## config.mk

```make
export PLATFORM = sky130hd
export DESIGN_NAME = icg_enable_ctrl
export DESIGN_NICKNAME = d
export VERILOG_FILES = /design/src/rtl/icg_enable_ctrl.sv
export SDC_FILE = /design/constraint.sdc
export NUM_CORES = 1
export LEC_CHECK = 0
export ABC_AREA = 0
export CORE_MARGIN = 4
export CORE_UTILIZATION = 35
export DETAILED_ROUTE_END_ITERATION = 8
export GPL_TIMING_DRIVEN = 0
export PLACE_DENSITY = 0.66
export SYNTH_ARGS = -nofsm -noshare
export SYNTH_HDL_FRONTEND = slang
export SYNTH_SLANG_ARGS = --single-unit
```

## constraint.sdc

```tcl
create_clock -name CLK -period 2.15 [get_ports CLK]
set_input_delay 0.645 -clock CLK [delete_from_list [all_inputs] [get_ports CLK]]
set_output_delay 0.645 -clock CLK [all_outputs]
set_load 0.01 [all_outputs]
```

## src/rtl/icg_enable_ctrl.sv

```systemverilog
// icg_enable_ctrl
// Enable sequencer for an integrated clock-gate cell. E and ACK are
// registered on the CLK rising edge, so the gate cell's CLK-low latch
// always sees a stable E.
//
// State machine: OFF -> WAKE -> ON -> DRAIN -> OFF.
// DRAIN can also return to ON when activity reappears.
//
// Ports
//   CLK        free-running source clock, rising-edge active
//   RN         asynchronous active-low reset
//   REQ        activity request, level-sensitive
//   BUSY       gated domain has work in flight; holds the clock on
//   IDLE_LIMIT idle cycles tolerated in ON before gating (quasi-static)
//   TE_IN      scan/test enable from the test controller
//   FORCE      (only with ICG_ENABLE_CTRL_FORCE_EN) holds E/ACK high
//   E          registered functional enable to the gate E pin
//   TE         test enable to the gate TE pin, a combinational copy of TE_IN
//   ACK        registered "gated clock running and stable"
//   STATE      current state (OFF=0, WAKE=1, ON=2, DRAIN=3)
//
// Optional feature macro: ICG_ENABLE_CTRL_FORCE_EN adds the FORCE input.
module icg_enable_ctrl #(
    parameter int IDLE_W   = 8,
    parameter int WAKE_CYC = 2   // 1..15
) (
    input  logic              CLK,
    input  logic              RN,
    input  logic              REQ,
    input  logic              BUSY,
    input  logic [IDLE_W-1:0] IDLE_LIMIT,
    input  logic              TE_IN,
`ifdef ICG_ENABLE_CTRL_FORCE_EN
    input  logic              FORCE,
`endif
    output logic              E,
    output logic              TE,
    output logic              ACK,
    output logic [1:0]        STATE
);

    typedef enum logic [1:0] {
        S_OFF   = 2'd0,
        S_WAKE  = 2'd1,
        S_ON    = 2'd2,
        S_DRAIN = 2'd3
    } state_t;

    localparam logic [3:0] WAKE_LAST = 4'(WAKE_CYC - 1);

    state_t            state, state_nx;
    logic [3:0]        wake_cnt, wake_cnt_nx;
    logic [IDLE_W-1:0] idle_cnt, idle_cnt_nx;
    logic [IDLE_W:0]   idle_cnt_inc;
    logic              idle, idle_hit, force_en;

`ifdef ICG_ENABLE_CTRL_FORCE_EN
    assign force_en = FORCE;
`else
    assign force_en = 1'b0;
`endif

    assign TE    = TE_IN;
    assign STATE = state;

    assign idle         = !REQ && !BUSY;
    assign idle_cnt_inc = {1'b0, idle_cnt} + {{IDLE_W{1'b0}}, 1'b1};
    // The idle cycle being counted now is included. As a result,
    // IDLE_LIMIT=L gates after L idle cycles, and L=0 still waits one
    // idle cycle.
    assign idle_hit     = idle_cnt_inc >= {1'b0, IDLE_LIMIT};

    always_comb begin
        state_nx    = state;
        wake_cnt_nx = '0;
        idle_cnt_nx = '0;
        case (state)
            S_OFF: begin
                // BUSY alone never wakes the clock
                if (REQ) state_nx = S_WAKE;
            end
            S_WAKE: begin
                // REQ is ignored here: a started wake always completes
                if (wake_cnt == WAKE_LAST) state_nx = S_ON;
                else                       wake_cnt_nx = wake_cnt + 4'd1;
            end
            S_ON: begin
                if (idle) begin
                    if (idle_hit)            state_nx    = S_DRAIN;
                    else if (&idle_cnt)      idle_cnt_nx = idle_cnt;   // saturate
                    else                     idle_cnt_nx = idle_cnt_inc[IDLE_W-1:0];
                end
            end
            S_DRAIN: begin
                state_nx = (REQ || BUSY) ? S_ON : S_OFF;
            end
            default: state_nx = S_OFF;
        endcase
    end

    always_ff @(posedge CLK or negedge RN) begin
        if (!RN) begin
            state    <= S_OFF;
            wake_cnt <= '0;
            idle_cnt <= '0;
            E        <= 1'b0;
            ACK      <= 1'b0;
        end else begin
            state    <= state_nx;
            wake_cnt <= wake_cnt_nx;
            idle_cnt <= idle_cnt_nx;
            // Outputs are decoded from the next state, so they are registered
            // and still stay aligned with STATE.
            E        <= force_en || (state_nx != S_OFF);
            ACK      <= force_en || (state_nx == S_ON);
        end
    end

endmodule

```

# Word level (Yosys, flattened, before mapping)
# Cells that the tools add are included.
dict set report word_totals {
  regBits 16
  input_bits 13
  word_cells 33
}
dict set report op_classes {
  add_sub_neg 2
  magnitude_cmp 1
  eq_ne 6
  mux 12
  reduce_logical 7
}
# operator n
set ops {}
lappend ops {{8-bit 2-to-1 mux} 4}
lappend ops {{2-bit 2-to-1 mux} 5}
lappend ops {{8-bit by 1-bit adder with 9-bit output (second input constant)} 1}
lappend ops {{9-bit by 8-bit >= comparator with 1-bit output} 1}
lappend ops {{4-bit 2-to-1 mux} 2}
lappend ops {{2-bit case mux with 4 select lines} 1}
lappend ops {{8-bit AND reduction} 1}
lappend ops {{2-bit equality test (second input constant)} 3}
lappend ops {{4-bit by 1-bit adder with 4-bit output (second input constant)} 1}
lappend ops {{4-bit by 1-bit equality test with 1-bit output (second input constant)} 1}
lappend ops {{4-bit inequality test (second input constant)} 1}
lappend ops {{2-bit by 1-bit equality test with 1-bit output (second input constant)} 1}
lappend ops {{1-bit zero test} 2}
lappend ops {{2-bit zero test} 1}
lappend ops {{2-bit nonzero test} 1}
lappend ops {{1-bit logical AND} 1}
lappend ops {{1-bit logical OR} 1}

# Logic depth before layout (Yosys ltp)
# Gate-level depths: netlist of the first run.
dict set report logic_depth {
  word_depth 6
  mapped_depth 10
}

# Least setup slack after synthesis of the first run
# Ideal clock, no wire load.
dict set report synth_path {
  kind {register -> register}
  start {reg idle_cnt[0]}
  end {reg state[0], in the netlist STATE[0]}
  t_arrival_ps 1999
  t_required_ps 2026
  setup_slack_ps 27
  path_stages_with_launch 11
  cell_sequence {dfrtp_1 > ha_1 > nand2_1 > nor2_1 > xor2_1 > ha_1 > a211oi_1 > nand2_1 > a31oi_2 > o21bai_1 > o31a_1}
}
dict set report synth_via {
  elab_chain_cells 5
}
# element line
set synth_lines {}
lappend synth_lines {{start: declaration} 53} ;# logic [IDLE_W-1:0] idle_cnt, idle_cnt_nx;
lappend synth_lines {{start signal: assignment} 111} ;# idle_cnt <= idle_cnt_nx;
lappend synth_lines {{8-bit by 1-bit adder with 9-bit output} 67} ;# assign idle_cnt_inc = {1'b0, idle_cnt} + {{IDLE_W{1'b0}}, 1'b1};
lappend synth_lines {{9-bit by 8-bit >= comparator with 1-bit output} 71} ;# assign idle_hit = idle_cnt_inc >= {1'b0, IDLE_LIMIT};
lappend synth_lines {{2-bit 2-to-1 mux} 89} ;# if (idle_hit) state_nx = S_DRAIN;
lappend synth_lines {{2-bit 2-to-1 mux} 88} ;# if (idle) begin
lappend synth_lines {{2-bit case mux with 4 select lines} 77} ;# case (state)
lappend synth_lines {{named net state_nx[0]} 51} ;# state_t state, state_nx;
lappend synth_lines {{end signal: assignment} 109} ;# state <= state_nx;
lappend synth_lines {{end: declaration} 51}
# The timed path passes the listed nets, and every way through them passes these cells.
# A chain may end at the register's enable or synchronous reset.

# Worst setup path after layout of the first run
dict set report layout_path {
  start {reg idle_cnt[2]}
  end {reg state[0], in the netlist STATE[0]}
}
# Same word-level chain as after synthesis.

==> flow_summary.ini, run 1 <==
[run_status]
outcome = complete, but fails checks
violations = setup timing

[floorplanning]
fp.coreArea_sq_mm = 0.002567
die_h_um = 60.91
rows = 18
start_util_pct = 38.16
die-area_sq_mm = 0.003709
die_w_um = 60.91
ios = 18

[sta]
period_needed_ps = 2208
period_share_pct = 102.7
clock.fmax_ghz = 0.4529
final-setup-viol-count = 1
layout_setup_ws_ps = -58.15
worst_pin_slew_ps = 700.0
hold_violations = 0
slew_headroom_pct = 53.18
fin_skew_ps = 4.095
slew_viol_final = 0
rsz0062_at_grt = yes

[setup_path]
worstPathCellList = nand3_2, nor2_2, xor2_1, ha_1, a211oi_2, nand2_1, a31oi_4, o21bai_4, o31a_1
crit_path_start_kind = flip-flop
cpMaxStageDelayCell = dfrtp_1
critPathTopFamily = compound AO/OA/AOI/OAI gates
r2r_cells = 9
path_buf_inv = 0
crit_path_end_kind = flip-flop
timing.rr.start = idle_cnt[2]$_DFFE_PN0P_
worstPathArrival_ps = 2390
worstPathMaxFanout = 4
slowest_delay_ps = 450
cp_data_required_time_ps = 2330
worstSetupEndpoint = STATE[0]$_DFF_PN0_
worstSetupStartpoint = idle_cnt[2]$_DFFE_PN0P_
reg2reg_to = STATE[0]$_DFF_PN0_
reg2reg_setup_slack_ps = -60
crit_cells = 9
path_class = flip-flop to flip-flop

[detailed_routing]
detail_route.vias_per_cell = 4.735
drtAntennaViolNets = 0
wl_per_cell_um = 11.58
wirelength_um = 1795
drtIter0Drc = 6
drcViolationCount = 0
dr.pass1.iters = 4
via_count = 734

[global_route]
overflow = 0
grt_first_pass_wirelength_um = 3049
grt_busiest_layer = met2
grt_antenna_before_repair = 0
grt_max_degree = 17
use_met3_pct = 3.191
grt_pass1_vias = 754
track_usage_pct = 10.82
grt_use_met2_pct = 19.39
grt_util_met1_pct = 13.33

[synthesis]
yosysMostFrequentCell = dfrtp_1
synth.avg_cell_area_sq_um = 10.10
synth_seq_cells = 16
yosys.area.top_type = dfrtp_1
synthArstFlopShare_pct = 100.0
synthTopCellsByCount = dfrtp_1 (16), ha_1 (11), nor2_1 (10)
syn-num-nets = 121
yosys.cell_types.count = 32
synth_seq_area_share_pct = 40.87
syn_inst = 97
yosysWarnings = 0
syn_area_sq_um = 979.7
synth_top_area_share_pct = 40.87
synth_edf_count = 0
synth-main-ff-cell = dfrtp_1
synth_area_leaders = dfrtp_1 (41%), ha_1 (14%), nor2_1 (3.8%)

[placement]
dp_hpwl_um = 1330
place_ws_ps = -359.2
io_buffer_count = 16
gp_congestion = 0.7029
dp.cells = 143

[final_layout]
n_fill_cell = 247
stdcell_count = 155
fin_util_pct = 51.90
diodes = 0
drive_gt1_share_pct = 25.60
area_growth_syn_to_layout_pct = 36.02
finish.net_count = 150

[flow_run]
drv_cap = 0

[clock_tree]
clk_pin_slew_ps = 90
clock_latency_ps = 280
cts_buffers = 3
cts_tree = yes
clock_sinks = 16
cts.htree.levels = 1
cts_max_path_buffers = 2
cts-root-buf = clkbuf_4

[hold_path]
hp-class = flip-flop to flip-flop
worstHoldStart = wake_cnt[0]$_DFF_PN0_

[power_and_ir_drop]
power_density_mw_per_mm2 = 555.2
peakVddDrop_uv = 522.8
p_leak_nw = 0.6427
finalPower_uw = 739.8
[metal layers]
metal | wire length (um) | part of all wire (%) | up-vias
li1 | - | - | 381
met1 | 794 | 44 | 342
met2 | 939 | 52 | 11
met3 | 61 | 3.4 | 0
met4 | 0 | 0 | 0
met5 | 0 | 0 | -
[cells by family (layout without fill, tap and decap cells)]
family | count (synthesis) | in the layout | synth area share (%)
flops | 16 | 16 | 40.87
compound gates | 14 | 14 | 10.73
xor+xnor | 8 | 8 | 7.919
simple gates | 37 | 37 | 21.71
buf+inv | 11 | 39 | 4.725
fa+ha+maj | 11 | 11 | 14.05
[registers in the layout, indices dropped and copies added (netlist names)]
register	flops
E	1
ACK	1
idle_cnt	8
STATE	2
wake_cnt	4
[where the power goes]
| group | leakage (nW) | switching, mW | internal [mW] |
|---|---|---|---|
| combinational | 0.413 | 0.0951 | 0.110 |
| sequential | 0.208 | 0.0170 | 0.322 |
| clock | 0.0210 | 0.0923 | 0.103 |
| total | 0.643 | 0.204 | 0.535 |
[layout make-up]
class                      count  area, sq um  area share (%)
sequential                    16        400.4           30.05
multi-input combinational     70        591.8           44.41
tap                           30        37.54           2.817
inverter                       9        33.78           2.535
timing repair buffer          24        220.2           16.53
clock buffer                   4        36.28           2.723
buffer                         2        12.51          0.9390
[per-stage QoR]
stage,TNS [ps],hold WS (ps),instance area [sq um]
after CTS,-55.96,495.9,1292
after floorplan,0,349.4,979.7
after global placement,-2551,475.1,1177
after global routing,-1531,516.8,1333
after detailed placement,-2828,479.4,1177
final,-58.15,491.0,1333
[what timing repair did]
action,in CTS,in global routing
pin swaps,6,7
resized for setup,10,3
setup buffers,5,3
setup endpoints to repair,10,10
hold buffers,0,0
hold endpoints to repair,0,0
[worst reg2reg max path, cell delays in order, from the launching register on]
cell and delay (ps):
dfrtp_1 450, nand3_2 140, nor2_2 140, xor2_1 190
ha_1 290, a211oi_2 230, nand2_1 110, a31oi_4 230
o21bai_4 90, o31a_1 240
[cells in the final DEF (no fill, tap or decap), types with 2 or more instances in the layout]
master	count
a21oi_1	3
buf_4	9
clkbuf_4	3
clkdlybuf4s50_1	16
dfrtp_1	16
ha_1	10
inv_1	9
nand2_1	6
nand3_1	3
nor2_1	9
nor2_2	2
nor2b_1	5
nor3_1	2
nor3b_2	2
xnor2_1	3
xor2_1	3
xor2_2	2
[worst min path at each step]
stage                                       end  slack, ps  cells past startpoint
after detailed placement  wake_cnt[0]$_DFF_PN0_        480                      1
after global placement    wake_cnt[0]$_DFF_PN0_        480                      1
final                     wake_cnt[0]$_DFF_PN0_        490                      1
after CTS                 wake_cnt[0]$_DFF_PN0_        500                      1
after floorplan                   ACK$_DFF_PN0_        350                      0
after global routing      wake_cnt[0]$_DFF_PN0_        520                      1
Note: power is estimated with default switching activity, not from simulation.
==> run 2: changes to the inputs <==
- PLACE_DENSITY: 0.66 -> 0.64
- clock period: 2.15 -> 2.5 ns (I/O delays scaled with it)
==> run 2 against run 1 <==
  * Critical path depth up 1
  * The run now ends clean
  * Count of clock-buffer cells in the layout down 1
  * Via count fell by 3.3%
  * Total power shrank 21%
  * Combinational power is 24% lower
  * Wire length shrank 1.9%
  * Global-route usage down 0.53 points
  * Flip-flop and latch count unchanged
  * Worst setup slack better by 220 ps
  * Sequential power decreased by 14%
  * Core utilization shrank 4.6 points
==> flow_summary.ini, run 2 (same netlist as run 1, synthesis figures left out) <==
[detailed_routing]
via_count = 710
drcViolationCount = 0
dr.pass1.iters = 4
wirelength_um = 1760
drtAntennaViolNets = 0
wl_per_cell_um = 11.97
detail_route.vias_per_cell = 4.830
drtIter0Drc = 5

[final_layout]
layout_common_cells = dfrtp_1 (16), clkdlybuf4s50_1 (16), nor2_1 (10), ha_1 (10), inv_1 (9)
finish.net_count = 143
regMostFlops = idle_cnt
fin_area_sq_mm = 0.001215
diodes = 0
area_growth_syn_to_layout_pct = 24.01
largest_reg_flops = 8
n_fill_cell = 263
drive_gt1_share_pct = 15.38
stdcell_count = 147
regArea_sq_um = 400.4
multi_input_area_sq_um = 540.5

[setup_path]
reg2reg_setup_slack_ps = 160
worstPathMaxFanout = 4
path_class = flip-flop to flip-flop
reg2reg_to = STATE[0]$_DFF_PN0_
crit_path_end_kind = flip-flop
crit_path_start_kind = flip-flop
r2r_cells = 10
worstPathArrival_ps = 2510
cp_data_required_time_ps = 2680
timing.rr.start = idle_cnt[0]$_DFFE_PN0P_
worstSetupStartpoint = idle_cnt[0]$_DFFE_PN0P_

[placement]
placed_area_sq_mm = 0.001177
io_buffer_count = 16
dp.cells = 143
dp_hpwl_um = 1362
gp_congestion = 0.6848

[sta]
final-setup-viol-count = 0
fin_skew_ps = 2.356
slew_viol_final = 0
hold_violations = 0
rsz0062_at_grt = no
period_share_pct = 93.44
worst_pin_slew_ps = 712.6
period_needed_ps = 2336
slew_headroom_pct = 52.34
timing.hold.ws_ps = 497.5
clock.fmax_ghz = 0.4281
fin_tns_setup_ps = 0

[hold_path]
worstHoldStart = wake_cnt[0]$_DFF_PN0_
whs_endpoint = wake_cnt[0]$_DFF_PN0_
hp-class = flip-flop to flip-flop
whs_path_depth = 1

[flow_run]
drv_cap = 0

[global_route]
overflow = 0
grt_pass1_vias = 710
grt_max_degree = 17
grt_antenna_before_repair = 0
track_usage_pct = 10.28
grt_first_pass_wirelength_um = 2863

[floorplanning]
fp.coreArea_sq_mm = 0.002567
die-area_sq_mm = 0.003709
rows = 18
start_util_pct = 38.16
ios = 18
die_w_um = 60.91
die_h_um = 60.91

[power_and_ir_drop]
pwr-share-clk_pct = 23.2
swShare_pct = 28.43
power_switching_uw = 166.3
p_comb_share_pct = 26.7
power_density_mw_per_mm2 = 481.5
p_leak_nw = 0.5806
peakVddDrop_uv = 316.5
pwr-share-seq_pct = 50.1
internal-power_uw = 418.7

[clock_tree]
cts.htree.levels = 1
clk_pin_slew_ps = 90
cts-root-buf = clkbuf_4
postCtsHoldBufs = 0
clock_latency_ps = 280
cts_buffers = 3
cts_tree = yes
cts_max_path_buffers = 2
clock_sinks = 16

[run_status]
outcome = finished clean
[run 2: final cells by class]
type	count	area share (%)
Multi-Input combinational cell	70	44.49
Sequential cell	16	32.96
Timing Repair Buffer	17	13.80
Tap cell	30	3.090
Inverter	9	2.781
Clock buffer	3	1.854
Buffer	2	1.030
[run 2: what timing repair did]
item                                    4_1_cts  5_1_grt
hold endpoints to repair                      0        0
gates resized for setup                       0        2
setup buffers                                 0        1
endpoints found under the setup margin        0        8
[run 2: worst max-delay path by stage]
stage / slack, ps / end
6_report: 160 / STATE[0]$_DFF_PN0_
5_1_grt: 30 / STATE[0]$_DFF_PN0_
4_1_cts: 80 / STATE[0]$_DFF_PN0_
3_5_place_dp: -110 / STATE[0]$_DFF_PN0_
3_3_place_gp: -100 / STATE[0]$_DFF_PN0_
2_1_floorplan: 380 / STATE[0]$_DFF_PN0_
[run 2: power groups by stage]
stage	sequential [mW]	clock (mW)	combinational (mW)
2_1_floorplan	0.304	0	0.0768
3_3_place_gp	0.299	0	0.151
3_5_place_dp	0.300	0	0.153
4_1_cts	0.294	0.143	0.154
5_1_grt	0.297	0.146	0.175
6_report	0.293	0.136	0.156
[run 2: routing by layer]
metal | track usage [%] | wire length (um) | vias up
li1 | - | - | 368
met1 | 12.39 | 821 | 331
met2 | 17.71 | 879 | 9
met3 | 1.277 | 37 | 2
met4 | 5.573 | 21 | 0
met5 | 0 | 0 | -
[run 2: worst max-delay path: stages, from the launching register on]
cell and delay, ps:
dfrtp_1 400, ha_2 220, nand2_1 70, nor2_1 110
xor2_1 220, ha_1 290, a211oi_2 240, nand2_1 90
a31oi_2 190, o21bai_1 130, o31a_1 260
[run 2: through the flow]
stage	setup WS (ps)	power (mW)	util, %
3_3_place_gp	-96.51	0.4500	45.86
2_1_floorplan	377.0	0.3804	-
6_report	164.1	0.5850	47.32
3_5_place_dp	-112.4	0.4523	45.86
4_1_cts	75.85	0.5907	46.73
5_1_grt	30.41	0.6191	47.32
==> run 3: changes to the inputs <==
- HOLD_SLACK_MARGIN: not set -> 0.05
==> results of run 3 <==
No change in the layout: final DEF, timing and power equal those of run 2.
